--- src/rtl/tpu_apb_cfg_sequencer.sv ---
// Replays a table of APB register writes, then polls a status register until it reports done or the poll budget runs out.
// Each transfer takes 2 clocks plus PREADY wait states; the block stalls in ACCESS for as long as PREADY stays low.
module tpu_apb_cfg_sequencer #(
  parameter int                       REG_ADDRWIDTH = 8,
  parameter int                       REG_DATAWIDTH = 32,
  parameter int                       NUM_ENTRIES   = 8,
  parameter logic [REG_ADDRWIDTH-1:0] STATUS_ADDR   = REG_ADDRWIDTH'('h04),
  parameter logic [REG_DATAWIDTH-1:0] DONE_MASK     = REG_DATAWIDTH'('h1),
  parameter int                       POLL_LIMIT    = 16,
  localparam int                      IDXW          = $clog2(NUM_ENTRIES)
) (
  input  logic                     clk,
  input  logic                     reset,
  input  logic                     tbl_we,
  input  logic [IDXW-1:0]          tbl_idx,
  input  logic [REG_ADDRWIDTH-1:0] tbl_addr,
  input  logic [REG_DATAWIDTH-1:0] tbl_data,
  input  logic [IDXW:0]            num_writes,
  input  logic                     start,
  output logic [REG_ADDRWIDTH-1:0] PADDR,
  output logic                     PWRITE,
  output logic                     PSEL,
  output logic                     PENABLE,
  output logic [REG_DATAWIDTH-1:0] PWDATA,
  input  logic [REG_DATAWIDTH-1:0] PRDATA,
  input  logic                     PREADY,
  output logic                     busy,
  output logic                     done,
  output logic                     timeout,
  output logic [REG_DATAWIDTH-1:0] status_q
);

  localparam int CW = IDXW + 1;
  localparam int PW = $clog2(POLL_LIMIT + 1);

  typedef enum logic [2:0] {
    IDLE,
    WR_SETUP,
    WR_ACCESS,
    RD_SETUP,
    RD_ACCESS,
    FINISH
  } state_t;

  state_t                   state_q, state_d;
  logic [CW-1:0]            ptr_q, ptr_d, cnt_q, cnt_d, ptr_inc;
  logic [PW-1:0]            poll_q, poll_d, poll_inc;
  logic [REG_DATAWIDTH-1:0] status_d;
  logic                     psel_q, psel_d, penable_q, penable_d, pwrite_q, pwrite_d;
  logic [REG_ADDRWIDTH-1:0] paddr_q, paddr_d;
  logic [REG_DATAWIDTH-1:0] pwdata_q, pwdata_d;
  logic                     busy_q, busy_d, done_q, done_d, timeout_q, timeout_d;

  logic [REG_ADDRWIDTH-1:0] tbl_addr_mem [NUM_ENTRIES];
  logic [REG_DATAWIDTH-1:0] tbl_data_mem [NUM_ENTRIES];
  logic                     tbl_wr;
  logic [IDXW-1:0]          ent_idx;
  logic [REG_ADDRWIDTH-1:0] ent_addr;
  logic [REG_DATAWIDTH-1:0] ent_data;

  assign tbl_wr   = tbl_we && (state_q == IDLE);
  assign ptr_inc  = ptr_q + CW'(1);
  assign poll_inc = poll_q + PW'(1);

  // The table holds no reset; it is only meaningful once software has loaded it.
  always_ff @(posedge clk) begin
    if (tbl_wr) begin
      tbl_addr_mem[tbl_idx] <= tbl_addr;
      tbl_data_mem[tbl_idx] <= tbl_data;
    end
  end

  // Bypass covers a table write landing on the same edge that launches entry 0.
  assign ent_idx  = ptr_d[IDXW-1:0];
  assign ent_addr = (tbl_wr && tbl_idx == ent_idx) ? tbl_addr : tbl_addr_mem[ent_idx];
  assign ent_data = (tbl_wr && tbl_idx == ent_idx) ? tbl_data : tbl_data_mem[ent_idx];

  always_comb begin
    state_d   = state_q;
    ptr_d     = ptr_q;
    cnt_d     = cnt_q;
    poll_d    = poll_q;
    status_d  = status_q;
    done_d    = 1'b0;
    timeout_d = 1'b0;

    case (state_q)
      IDLE: begin
        if (start) begin
          cnt_d   = num_writes;
          ptr_d   = '0;
          poll_d  = '0;
          state_d = (num_writes != '0) ? WR_SETUP : RD_SETUP;
        end
      end
      WR_SETUP: state_d = WR_ACCESS;
      WR_ACCESS: begin
        if (PREADY) begin
          ptr_d   = ptr_inc;
          state_d = (ptr_inc == cnt_q) ? RD_SETUP : WR_SETUP;
        end
      end
      RD_SETUP: state_d = RD_ACCESS;
      RD_ACCESS: begin
        if (PREADY) begin
          status_d = PRDATA;
          poll_d   = poll_inc;
          if (|(PRDATA & DONE_MASK)) begin
            state_d = FINISH;
            done_d  = 1'b1;
          end else if (poll_inc == PW'(POLL_LIMIT)) begin
            state_d   = FINISH;
            timeout_d = 1'b1;
          end else begin
            state_d = RD_SETUP;
          end
        end
      end
      FINISH:  state_d = IDLE;
      default: state_d = IDLE;
    endcase

    // Bus outputs are registered off the next state so they line up with the state they describe.
    psel_d    = 1'b0;
    penable_d = 1'b0;
    pwrite_d  = 1'b0;
    paddr_d   = '0;
    pwdata_d  = '0;
    case (state_d)
      WR_SETUP, WR_ACCESS: begin
        psel_d    = 1'b1;
        penable_d = (state_d == WR_ACCESS);
        pwrite_d  = 1'b1;
        paddr_d   = ent_addr;
        pwdata_d  = ent_data;
      end
      RD_SETUP, RD_ACCESS: begin
        psel_d    = 1'b1;
        penable_d = (state_d == RD_ACCESS);
        paddr_d   = STATUS_ADDR;
      end
      default: ;
    endcase
    busy_d = (state_d != IDLE);
  end

  always_ff @(posedge clk or posedge reset) begin
    if (reset) begin
      state_q   <= IDLE;
      ptr_q     <= '0;
      cnt_q     <= '0;
      poll_q    <= '0;
      status_q  <= '0;
      psel_q    <= 1'b0;
      penable_q <= 1'b0;
      pwrite_q  <= 1'b0;
      paddr_q   <= '0;
      pwdata_q  <= '0;
      busy_q    <= 1'b0;
      done_q    <= 1'b0;
      timeout_q <= 1'b0;
    end else begin
      state_q   <= state_d;
      ptr_q     <= ptr_d;
      cnt_q     <= cnt_d;
      poll_q    <= poll_d;
      status_q  <= status_d;
      psel_q    <= psel_d;
      penable_q <= penable_d;
      pwrite_q  <= pwrite_d;
      paddr_q   <= paddr_d;
      pwdata_q  <= pwdata_d;
      busy_q    <= busy_d;
      done_q    <= done_d;
      timeout_q <= timeout_d;
    end
  end

  assign PSEL    = psel_q;
  assign PENABLE = penable_q;
  assign PWRITE  = pwrite_q;
  assign PADDR   = paddr_q;
  assign PWDATA  = pwdata_q;
  assign busy    = busy_q;
  assign done    = done_q;
  assign timeout = timeout_q;

endmodule
--- config.mk ---
export PLATFORM = sky130hd
export DESIGN_NAME = tpu_apb_cfg_sequencer
export DESIGN_NICKNAME = d
export VERILOG_FILES = /design/src/rtl/tpu_apb_cfg_sequencer.sv
export SDC_FILE = /design/constraint.sdc
export NUM_CORES = 1
export LEC_CHECK = 0
export BUFFER_PORTS_ARGS = -buffer_cell sky130_fd_sc_hd__buf_2
export CAP_MARGIN = 5
export CORE_ASPECT_RATIO = 1.25
export CORE_MARGIN = 2
export CORE_UTILIZATION = 59
export CTS_CLUSTER_DIAMETER = 40
export CTS_CLUSTER_SIZE = 14
export DETAILED_ROUTE_END_ITERATION = 10
export PLACE_DENSITY = 0.8
export SLEW_MARGIN = 15
export SYNTH_ARGS = -nofsm -noshare
export SYNTH_HDL_FRONTEND = slang
export SYNTH_SLANG_ARGS = --single-unit
--- constraint.sdc ---
create_clock -name clk -period 6.1 [get_ports clk]
set_input_delay 1.22 -clock clk [delete_from_list [all_inputs] [get_ports clk]]
set_output_delay 1.22 -clock clk [all_outputs]
set_load 0.005 [all_outputs]
# Yosys cells after proc, flatten, opt, wreduce, memory -nomap -nowiden
# Memories as Yosys holds them, arrays and structs flattened.
# Index checks and enable logic that the tools add are counted.
# totals
out_inout_bits	78
ff_bits	94
mem_count	2
ramBits	320
# mem_list
name	depth	word_bits	read_ports	rd_ports_with_merged_regs	wr	line	source
tbl_data_mem	8	32	1	0	1	55	logic [REG_DATAWIDTH-1:0] tbl_data_mem [NUM_ENTRIES];
tbl_addr_mem	8	8	1	0	1	54	logic [REG_ADDRWIDTH-1:0] tbl_addr_mem [NUM_ENTRIES];
# op_classes
n_eq_ne	14
mux	30
reduce_logical	14
n_addsub	2
# ops
op	n
2-to-1 mux 32 bit	2
one-hot mux 8 bit (2 select lines)	1
2-to-1 mux 3 bit	5
one-hot mux 3 bit (5 select lines)	1
equality test 3 x 2 -> 1 bit (second input constant)	4
2-to-1 mux 1 bit	11
2-to-1 mux 5 bit	2
one-hot mux 5 bit (2 select lines)	1
2-to-1 mux 4 bit	2
2-to-1 mux 8 bit	1
one-hot mux 4 bit (2 select lines)	1
equality test 3 x 1 -> 1 bit (second input constant)	2
equality test 3 bit (second input constant)	2
!= test 2 bit (second input constant)	3
AND reduction 3 bit	2
adder 5 x 1 -> 5 bit (second input constant)	1
equality test 5 bit (second input constant)	1
adder 4 x 1 -> 4 bit (second input constant)	1
equality test 4 bit	1
2-to-1 mux 2 bit	2
AND reduction 2 bit	2
nonzero test 2 bit	2
nonzero test 4 bit	1
OR reduction 2 bit	2
other kinds (6)	7

# Longest topological paths before layout
# Gate-level depths: netlist of the first run.
# depth
word_depth	9
mapped_depth	13
ltp_nobuf	9

# Worst setup path after synthesis of the first run
# Ideal clock, no wire load.
# synth_timing
kind	input port to flip-flop
start	input tbl_we
end	memory tbl_addr_mem[1][0], enable pin
arrival_time_ns	4.500
path_stages	3
path_slack_ns	1.113
path_cell_list	nor4b_1 -> nand2_1 -> nor3_1
# synth_between
elab_chain_len	3
# synth_rtl
element	line	source
start: declaration	14	input logic tbl_we,
logical AND 1 bit	61	assign tbl_wr = tbl_we && (state_q == IDLE);
2-to-1 mux 1 bit	67	if (tbl_wr) begin
2-to-1 mux 1 bit (implied by the code)	68	tbl_addr_mem[tbl_idx] <= tbl_addr;
end: declaration	54	
# No other way between the ends.

# Worst setup path in the final report of the first run
# layout_timing
start	input PREADY
end	register pwdata_q[2], in the netlist PWDATA[2]
# layout_between
elab_chain_len	6
elab_cells_between_ends	13
classes_between	eq/ne (3); mux (7); reduce/logical (2); memory (1)
# layout_rtl
element	line	source
start: declaration	26	input logic PREADY,
branches (longest 5 deep; another with memory (8 x 32 bit))	n/a	
2-to-1 mux 32 bit *	129	case (state_d)
net pwdata_d[2]	51	logic [REG_DATAWIDTH-1:0] pwdata_q, pwdata_d;
end signal: assignment	172	pwdata_q <= pwdata_d;
end: declaration	51	
# Mark *: on every way through the listed nets, which the timed path passes. The select of a mux whose other input is x is not followed.
# A chain may end at the register's enable or synchronous reset.

==> impl_metrics.yaml, run 1 <==
status:
  run_status: "finished clean"
critical_path:
  setup.worst_path.end: "PWDATA[2]"
  worst_r2r_startpoint: "state_q[2]"
  worstPathRequired_ns: 6.52
  setup.worst_path.end_class: "flip-flop"
  critPathArrivalTime_ns: 4.31
  cp_max_fo: 110
  critPathLaunch: "PREADY"
  critical_path_class: "input pin to flip-flop"
  crit-reg2reg-capture: "PWDATA[2]"
  reg2reg_depth: 10
  rrSetupSlack_ns: 2.46
  worst_setup_sp_type: "input pin"
routing:
  first_pass_iters: 5
  vias: 11000
  routed_via_density: 6.089
  wirelength_um: 37930
  initialDrtViolationCount: 1081
  detail_route.wl_per_cell_um: 21.00
  drc_errors: 0
  drt.antenna.violating_nets: 0
timing:
  final_hold_viol_count: 0
  timing.final.crit_share: 0.6380
  timing.setup.tns_ns: 0
  fmax_mhz: 256.9
  slew_violations: 0
  finalSetupViolations: 0
  finClkSkew_ns: 0.03089
  maxSlewHeadroom: 0.3495
  worst_pin_slew_ns: 0.9758
  time_the_final_worst_path_needs_with_i_o_delays_and_setup_ns: 3.892
  grt_setup_unrepaired: "false"
synth:
  synth.most_common_cell: "edfxtp_1"
  yosysUniqueCellTypes: 56
  synth_area_per_cell_um2: 13.11
  syn-num-nets: 1366
  number_of_instances_in_the_synthesized_netlist: 1280
  synthDominantAreaCellType: "edfxtp_1"
  synth.area.top_cells: "edfxtp_1, dfrtp_1, nand2_1"
  synth-warning-count: 0
  synth.ff_latch_count: 414
  yosys.area.top_type_share: 0.5725
  synth-edff-count: 320
  dominantRegCellSynth: "edfxtp_1"
  synth_sequential_area_ratio: 0.7126
  synth_area_um2: 16780
  ys_top_cells_by_count: "edfxtp_1, nand2_1, dfrtp_1, nor2_1, a211oi_1"
  proportion_of_register_bits_with_asynchronous_set_or_reset_after_synthesis: 0.2271
cts:
  htreeDepth: 2
  cts-buffers-inserted: 41
  clock_insertion_delay_worst_skew_ns: 0.54
  cts_resized: 0
  clock_slew_seen_by_the_registers_of_the_worst_setup_and_hold_paths_ns: 0.06
  cts_buffer_depth: 3
  cts_tree: "done"
  clkSinkCount: 414
  buffers_inserted_during_post_cts_setup_optimization: 0
  cts_hold_repair.buffers: 0
  root_buffer: "clkbuf_16"
power:
  leakage_nw: 7.638
  peakVddDrop_mv: 0.2790
  pwr_density_cell_nw_per_um2: 424.7
global_routing:
  track_usage: 0.2545
  number_of_antenna_violations_at_the_first_check_in_global_routing: 4
  gr-total-overflow: 0
  grt_first_pass_wirelength_um: 58930
  maximum_number_of_pins_on_one_net_before_global_route_repair: 111
  number_of_global_route_vias_before_repair: 10820
placed_design:
  placed_cell_area_um2: 17840
  detailedPlacementHpwl_um: 19990
  port_buffers: 161
  routabilityCongestion: 0.8482
finish:
  drive_above_1_share: 0.2058
  stdcell_area_um2: 19260
  layout.filler_cells: 1846
  num-nets-final: 1502
  layout-area-overhead-vs-synth_pct: 14.77
floorplan:
  fp.dieH_um: 192.6
  floorplan.initialDensity: 0.5946
  core_area_um2: 28230
  ios: 162
  floorplan.die_area_um2: 29820
  fp.dieW_um: 154.9
  placementRows: 69
run:
  max-cap-violations: 0
worst_hold_path:
  holdCritStartpoint: "status_q[22]"
  min_path_type: "flip-flop to flip-flop"
==> kinds of logic after synthesis <==
kind of cell | synth area share
simple gates | 0.1358
mux | 0.002982
xor+xnor | 0.005740
buf+inv | 0.03064
fa+ha+maj | 0.001491
flops | 0.7126
compound gates | 0.1107
==> worst min path at each step <==
| stage | to | cells after the start |
|---|---|---|
| 2_1_floorplan | cnt_q[1] | 2 |
| 3_3_place_gp | status_q[3] | 2 |
| 3_5_place_dp | status_q[13] | 2 |
| 4_1_cts | status_q[30] | 2 |
| 5_1_grt | status_q[10] | 2 |
| 6_report | status_q[22] | 2 |
==> cell type report <==
cell class,count,area (um2),area share
flip-flops and latches,414,11960,0.6209
multi-input cells,762,4384,0.2276
clock buffers,56,1112,0.05774
repair buffers,187,1026,0.05326
well taps,355,444.2,0.02306
clock inverters,19,280.3,0.01455
inverters,10,47.55,0.002468
diodes,3,7.507,0.0003897
==> critical path: stages <==
cell       delay, ns
buf_2           0.20
nor4bb_4        0.41
nand3_2         0.10
buf_4           0.29
and2_4          0.38
inv_6           0.30
buf_12          0.38
a211oi_1        0.19
a211o_1         0.31
a2bb2oi_1       0.15
a211oi_1        0.26
==> sequential cells by signal (all words and copies together), names as in the netlist <==
signal        cells
tbl_addr_mem     64
ptr_q             4
PWDATA           32
busy              1
PENABLE           1
timeout           1
PADDR             8
state_q           3
done              1
status_q         32
cnt_q             4
PSEL              1
tbl_data_mem    256
poll_q            5
PWRITE            1
==> layout by cell type (no fill, tap or decap), types with 4 or more instances in the layout <==
cell type / instances
dfrtp_1: 94
xnor2_1: 5
edfxtp_1: 320
clkbuf_1: 12
clkbuf_16: 41
clkinv_2: 4
nor3_1: 42
nand3_1: 44
a2bb2oi_1: 38
bufinv_16: 6
a211oi_2: 26
xor2_1: 6
a31oi_1: 38
inv_1: 6
buf_2: 161
a21oi_1: 5
and3_1: 41
a211oi_1: 54
inv_6: 4
mux2i_1: 5
buf_4: 24
nor2_4: 8
nor2_1: 84
o21ai_0: 7
a211o_1: 38
nand2_1: 273
==> where the power goes <==
| group | switching (W) | internal (W) |
|---|---|---|
| combinational | 0.00126 | 0.000791 |
| sequential | 0.000159 | 0.00338 |
| clock | 0.00105 | 0.00155 |
| total | 0.00246 | 0.00572 |
==> metal layers <==
| metal | track usage | wire (um) | vias up |
|---|---|---|---|
| met5 | 0 | 21 | - |
| met4 | 0.09117 | 994 | 4 |
| met3 | 0.04918 | 3085 | 79 |
| met2 | 0.4294 | 18580 | 531 |
| met1 | 0.3330 | 15250 | 5389 |
| li1 | - | - | 4993 |
==> through the flow <==
step	util	setup slack, ns	hold slack (ns)	total power [W]	std cells
final	0.6824	2.208	0.4701	0.008181	1806
after global routing	0.6822	2.121	0.4958	0.008543	1804
after CTS	0.6812	2.300	0.4731	0.008208	1802
after detailed placement	0.6319	1.779	0.4581	0.005619	1727
after global placement	0.6319	1.883	0.4514	0.005559	1727
after floorplan	-	1.113	0.4655	0.004945	1280
Power figures use the tool's default switching activity.
==> run 2: changes to the inputs <==
- CORE_UTILIZATION: 59 -> 53
- PLACE_DENSITY: 0.8 -> 0.75
- clock period: 6.1 -> 3.1 ns (I/O delays scaled with it)
==> impl_metrics.yaml, run 2 (synthesis gave the netlist of run 1 again) <==
status:
  run_status: "finished clean"
run:
  max-cap-violations: 0
timing:
  final_hold_viol_count: 0
  maxSlewHeadroom: 0.5561
  grt_setup_unrepaired: "false"
  time_the_final_worst_path_needs_with_i_o_delays_and_setup_ns: 2.747
  finClkSkew_ns: 0.01500
  timing.setup.tns_ns: 0
  timing.final.crit_share: 0.8862
  worst_pin_slew_ns: 0.6566
  finalSetupViolations: 0
  slew_violations: 0
  fmax_mhz: 364.0
critical_path:
  worstPathRequired_ns: 3.34
  critPathArrivalTime_ns: 2.98
  critical_path_class: "flip-flop to flip-flop"
  cp_max_fo: 22
  worst_setup_sp_type: "flip-flop"
  setup.worst_path.end_class: "flip-flop"
global_routing:
  grt_first_pass_wirelength_um: 60070
  number_of_global_route_vias_before_repair: 10840
  gr-total-overflow: 0
  track_usage: 0.2357
  maximum_number_of_pins_on_one_net_before_global_route_repair: 59
  number_of_antenna_violations_at_the_first_check_in_global_routing: 3
finish:
  layout-area-overhead-vs-synth_pct: 16.82
  largest_register_ffs: 256
  finish.cell_count_without_fillers: 1874
  num-nets-final: 1518
  most_frequent_cells_in_the_layout: "edfxtp_1, nand2_1, buf_2"
  stdcell_area_um2: 19610
  top_register: "tbl_data_mem"
  leading_registers_by_flop_count: "tbl_data_mem x256, tbl_addr_mem x64"
  layout.cells.most_common: "edfxtp_1"
  drive_above_1_share: 0.2111
  layout.filler_cells: 2233
cts:
  cts_resized: 0
  clkSinkCount: 414
  cts_buffer_depth: 3
  cts_tree: "done"
  clock_insertion_delay_worst_skew_ns: 0.54
  htreeDepth: 2
  clock_slew_seen_by_the_registers_of_the_worst_setup_and_hold_paths_ns: 0.06
  root_buffer: "clkbuf_16"
  cts_hold_repair.buffers: 0
  buffers_inserted_during_post_cts_setup_optimization: 0
  cts-buffers-inserted: 41
floorplan:
  fp.dieH_um: 203.0
  core_area_um2: 31080
  fp.dieW_um: 163.2
  ios: 162
  placementRows: 72
  floorplan.initialDensity: 0.5401
  floorplan.die_area_um2: 33120
placed_design:
  placed_cell_area_um2: 18290
  port_buffers: 161
  detailedPlacementHpwl_um: 21230
  dp_cells: 1796
  routabilityCongestion: 0.8808
worst_hold_path:
  min_path_type: "input pin to async pin"
power:
  pwr_density_cell_nw_per_um2: 818.6
  internal-power_w: 0.01113
  power.share.switching: 0.3065
  leakage_nw: 7.757
  peakVddDrop_mv: 0.8182
  clock_power_share: 0.300
  share_comb_of_total_power: 0.268
  power_switching_w: 0.004919
  pwr-share-seq: 0.432
routing:
  wirelength_um: 39040
  detail_route.wl_per_cell_um: 20.83
  drc_errors: 0
  vias: 11110
  initialDrtViolationCount: 1145
  drt.antenna.violating_nets: 0
  first_pass_iters: 5
  routed_via_density: 5.930
-- run 2: changes by cell type in the layout (fill, tap and decap cells not counted), moves of 2 or more --
cell	change
nor3_4	+2
nor3_2	-2
clkbuf_1	+3
buf_12	+19
bufinv_16	-4
buf_4	-3
clkinv_4	-2
-- run 2: area by class of cell --
type	instances	area [um2]	share of cell area
Sequential cell	414	11960	0.6100
Multi-Input combinational cell	762	4389	0.2239
Timing Repair Buffer	203	1384	0.07058
Clock buffer	60	1137	0.05801
Tap cell	407	509.2	0.02597
Clock inverter	15	172.7	0.008806
Inverter	10	46.29	0.002361
Antenna cell	3	7.507	0.0003829
-- run 2: path summary, 6_finish.rpt --
check / from / end / slack [ns] / depth (start not counted)
setup / recovery: state_q[1] / tbl_data_mem[4][13] / 0.35 / 5
hold / removal: reset / status_q[24] / 0.16 / 2
setup reg to reg: state_q[1] / tbl_data_mem[4][13] / 0.35 / 5
hold reg to reg: status_q[2] / status_q[2] / 0.47 / 2
max in group asynchronous: reset / PWDATA[19] / 2.26 / 3
min in group clk: PRDATA[18] / status_q[18] / 0.27 / 3
-- run 2: through the flow --
stage | util | hold slack (ns) | worst slack, ns | power [W]
finish | 0.6309 | 0.1580 | 0.3529 | 0.01605
global route | 0.6307 | 0.2009 | 0.1935 | 0.01678
CTS | 0.6306 | 0.1663 | 0.3534 | 0.01612
detailed placement | 0.5885 | 0.4577 | 0.1944 | 0.01132
global placement | 0.5885 | 0.4509 | 0.2628 | 0.01122
floorplan | - | 0.4655 | -0.2986 | 0.009730
-- run 2: power groups by stage --
stage	combinational [W]	clock, W	sequential, W
2_1_floorplan	0.00270	0	0.00703
6_report	0.00430	0.00481	0.00694
5_1_grt	0.00468	0.00511	0.00698
3_5_place_dp	0.00427	0	0.00704
3_3_place_gp	0.00419	0	0.00703
4_1_cts	0.00430	0.00489	0.00694
-- run 2: layer usage --
metal | vias to the layer above | global-route usage | share of wire
li1 | 5032 | - | -
met1 | 5517 | 0.3147 | 0.41
met2 | 482 | 0.3929 | 0.49
met3 | 78 | 0.03922 | 0.074
met4 | 4 | 0.08217 | 0.026
met5 | - | 0 | 0.00072
-- run 2: worst max-delay path: stages, from the launching register on --
cell and delay (ns):
dfrtp_1 0.48, buf_4 0.21, nor4b_1 0.61, nand2b_1 0.40, nor2_4 0.47, buf_12 0.25
==> run 3: changes to the inputs <==
- ABC_AREA: unset -> 1
==> impl_metrics.yaml, run 3 <==
placed_design:
  routabilityCongestion: 0.7916
  detailedPlacementHpwl_um: 20920
  placement.setup.worst_slack_ns: 0.4151
  port_buffers: 161
cts:
  clock_slew_seen_by_the_registers_of_the_worst_setup_and_hold_paths_ns: 0.06
  buffers_inserted_during_post_cts_setup_optimization: 0
  clock_insertion_delay_worst_skew_ns: 0.54
  cts_tree: "done"
  htreeDepth: 2
  root_buffer: "clkbuf_16"
  cts_resized: 0
  clkSinkCount: 414
  cts_buffer_depth: 3
  cts-buffers-inserted: 42
  cts_hold_repair.buffers: 0
critical_path:
  cp_max_fo: 60
  critical_path_class: "flip-flop to flip-flop"
  critPathArrivalTime_ns: 2.99
  worstPathRequired_ns: 3.53
  rrSetupSlack_ns: 0.54
  worst_setup_sp_type: "flip-flop"
  setup.worst_path.end_class: "flip-flop"
routing:
  routed_via_density: 5.503
  initialDrtViolationCount: 1134
  first_pass_iters: 7
  drc_errors: 0
  drt.antenna.violating_nets: 0
  wirelength_um: 38030
  vias: 11580
  detail_route.wl_per_cell_um: 18.07
synth:
  synth_area_um2: 16610
  ys_top_cells_by_count: "nand2_1, edfxtp_1, nand3_1, nor2_1, dfrtp_1"
  number_of_instances_in_the_synthesized_netlist: 1500
  synth.most_common_cell: "nand2_1"
  synth_sequential_area_ratio: 0.7200
  yosys.area.top_type_share: 0.5784
  syn-num-nets: 1586
  yosysUniqueCellTypes: 27
  synthDominantAreaCellType: "edfxtp_1"
  synth.area.top_cells: "edfxtp_1, dfrtp_1, nand2_1"
  synth.ff_latch_count: 414
  synth-edff-count: 320
  synth-warning-count: 0
  proportion_of_register_bits_with_asynchronous_set_or_reset_after_synthesis: 0.2271
  dominantRegCellSynth: "edfxtp_1"
  synth_area_per_cell_um2: 11.07
global_routing:
  track_usage: 0.2340
  gr-total-overflow: 0
  number_of_antenna_violations_at_the_first_check_in_global_routing: 5
  number_of_global_route_vias_before_repair: 11350
  maximum_number_of_pins_on_one_net_before_global_route_repair: 112
  grt_first_pass_wirelength_um: 59570
timing:
  worst_pin_slew_ns: 0.7044
  timing.setup.tns_ns: 0
  grt_setup_unrepaired: "false"
  finalSetupViolations: 0
  time_the_final_worst_path_needs_with_i_o_delays_and_setup_ns: 2.558
  post-route-worst-setup-slack_ns: 0.5425
  maxSlewHeadroom: 0.5304
  timing.final.crit_share: 0.8250
  slew_violations: 0
  fmax_mhz: 391.0
  final_hold_viol_count: 0
  finClkSkew_ns: 0.01159
finish:
  num-nets-final: 1746
  layout.cells.most_common: "nand2_1"
  most_frequent_cells_in_the_layout: "nand2_1, edfxtp_1, nand3_1"
  drive_above_1_share: 0.1725
  leading_registers_by_flop_count: "tbl_data_mem x256, tbl_addr_mem x64"
  layout-area-overhead-vs-synth_pct: 16.66
  largest_register_ffs: 256
  top_register: "tbl_data_mem"
run:
  max-cap-violations: 0
power:
  peakVddDrop_mv: 0.5749
  pwr_density_cell_nw_per_um2: 849.9
  leakage_nw: 8.039
floorplan:
  floorplan.die_area_um2: 32790
  placementRows: 72
  fp.dieW_um: 162.4
  core_area_um2: 30900
  fp.dieH_um: 201.9
  ios: 162
  floorplan.initialDensity: 0.5376
worst_hold_path:
  min_path_type: "input pin to async pin"
status:
  run_status: "finished clean"
[run 3: changes by cell type after synthesis, sizes merged, moves of 6 or more]
cell and delta:
a211o -39, a211oi -80, a21oi +39, a2bb2oi -38, a31oi -38, and3 -40
clkbuf -20, inv +17, nand2 +272, nand3 +144, nor2 +47, nor3 -39
o21ai +38, xor2 -6
[run 3: critical path: stages, from the launching register on]
cell	delay (ns)
dfrtp_1	0.45
nor2_4	0.19
nand3_2	0.26
nand3_1	0.33
nand2_4	0.36
buf_12	0.33
nand2_1	0.09
nand3_1	0.07
nand3_1	0.09
nand2_1	0.05
nor2_1	0.12
nor2_1	0.07
[run 3: area by class of cell]
class,instances,area (um2)
flip-flops and latches,414,11960
fillers,2295,11520
multi-input cells,980,4225
repair buffers,195,1224
clock buffers,53,1117
well taps,407,509.2
clock inverters,24,229.0
inverters,27,103.9
diodes,4,10.01
[run 3: kinds of logic (layout without fill, tap and decap cells)]
logic type               Yosys count  in the layout  synth area share
buffers and inverters            106            299           0.03073
adder cells (fa/ha/maj)            2              2          0.001506
XOR/XNOR                           1              1         0.0005273
AO/OA/AOI/OAI                     91             91           0.02757
flip-flops                       414            414            0.7200
AND/OR/NAND/NOR                  884            884            0.2183
multiplexers                       2              2          0.001356
other                              0              4                 0
[run 3: path summary, 6_finish.rpt]
kind                         startpoint            to  cells after the start
max                          state_q[1]    PWDATA[30]                     11
min                               reset  status_q[21]                      2
max reg2reg                  state_q[1]    PWDATA[30]                     11
min reg2reg                status_q[22]  status_q[22]                      2
max in group asynchronous         reset    PWDATA[12]                      3
min in group clk              PRDATA[0]       timeout                      2
[run 3: metrics by stage]
step / power, W / util / cells / area (um2) / hold slack (ns)
after global routing: 0.01745 / 0.6271 / 2103 / 19380 / 0.2562
after global placement: 0.01148 / 0.5833 / 2023 / 18020 / 0.4582
after CTS: 0.01656 / 0.6269 / 2100 / 19370 / 0.2138
after detailed placement: 0.01165 / 0.5833 / 2023 / 18020 / 0.4606
final: 0.01647 / 0.6272 / 2104 / 19380 / 0.2095
after floorplan: 0.01013 / - / 1500 / 16620 / 0.4724
[run 3: layer usage]
| metal | vias to the layer above | track usage | wire length, um |
|---|---|---|---|
| met1 | 5546 | 0.3048 | 15160 |
| li1 | 5413 | - | - |
| met5 | - | 0 | 27 |
| met3 | 91 | 0.03940 | 3027 |
| met4 | 4 | 0.09387 | 1160 |
| met2 | 524 | 0.3935 | 18650 |
[run 3: power by group]
part           internal [W]  switching [W]
clock               0.00284        0.00206
sequential          0.00664       0.000253
combinational       0.00156        0.00313
total                0.0110        0.00544
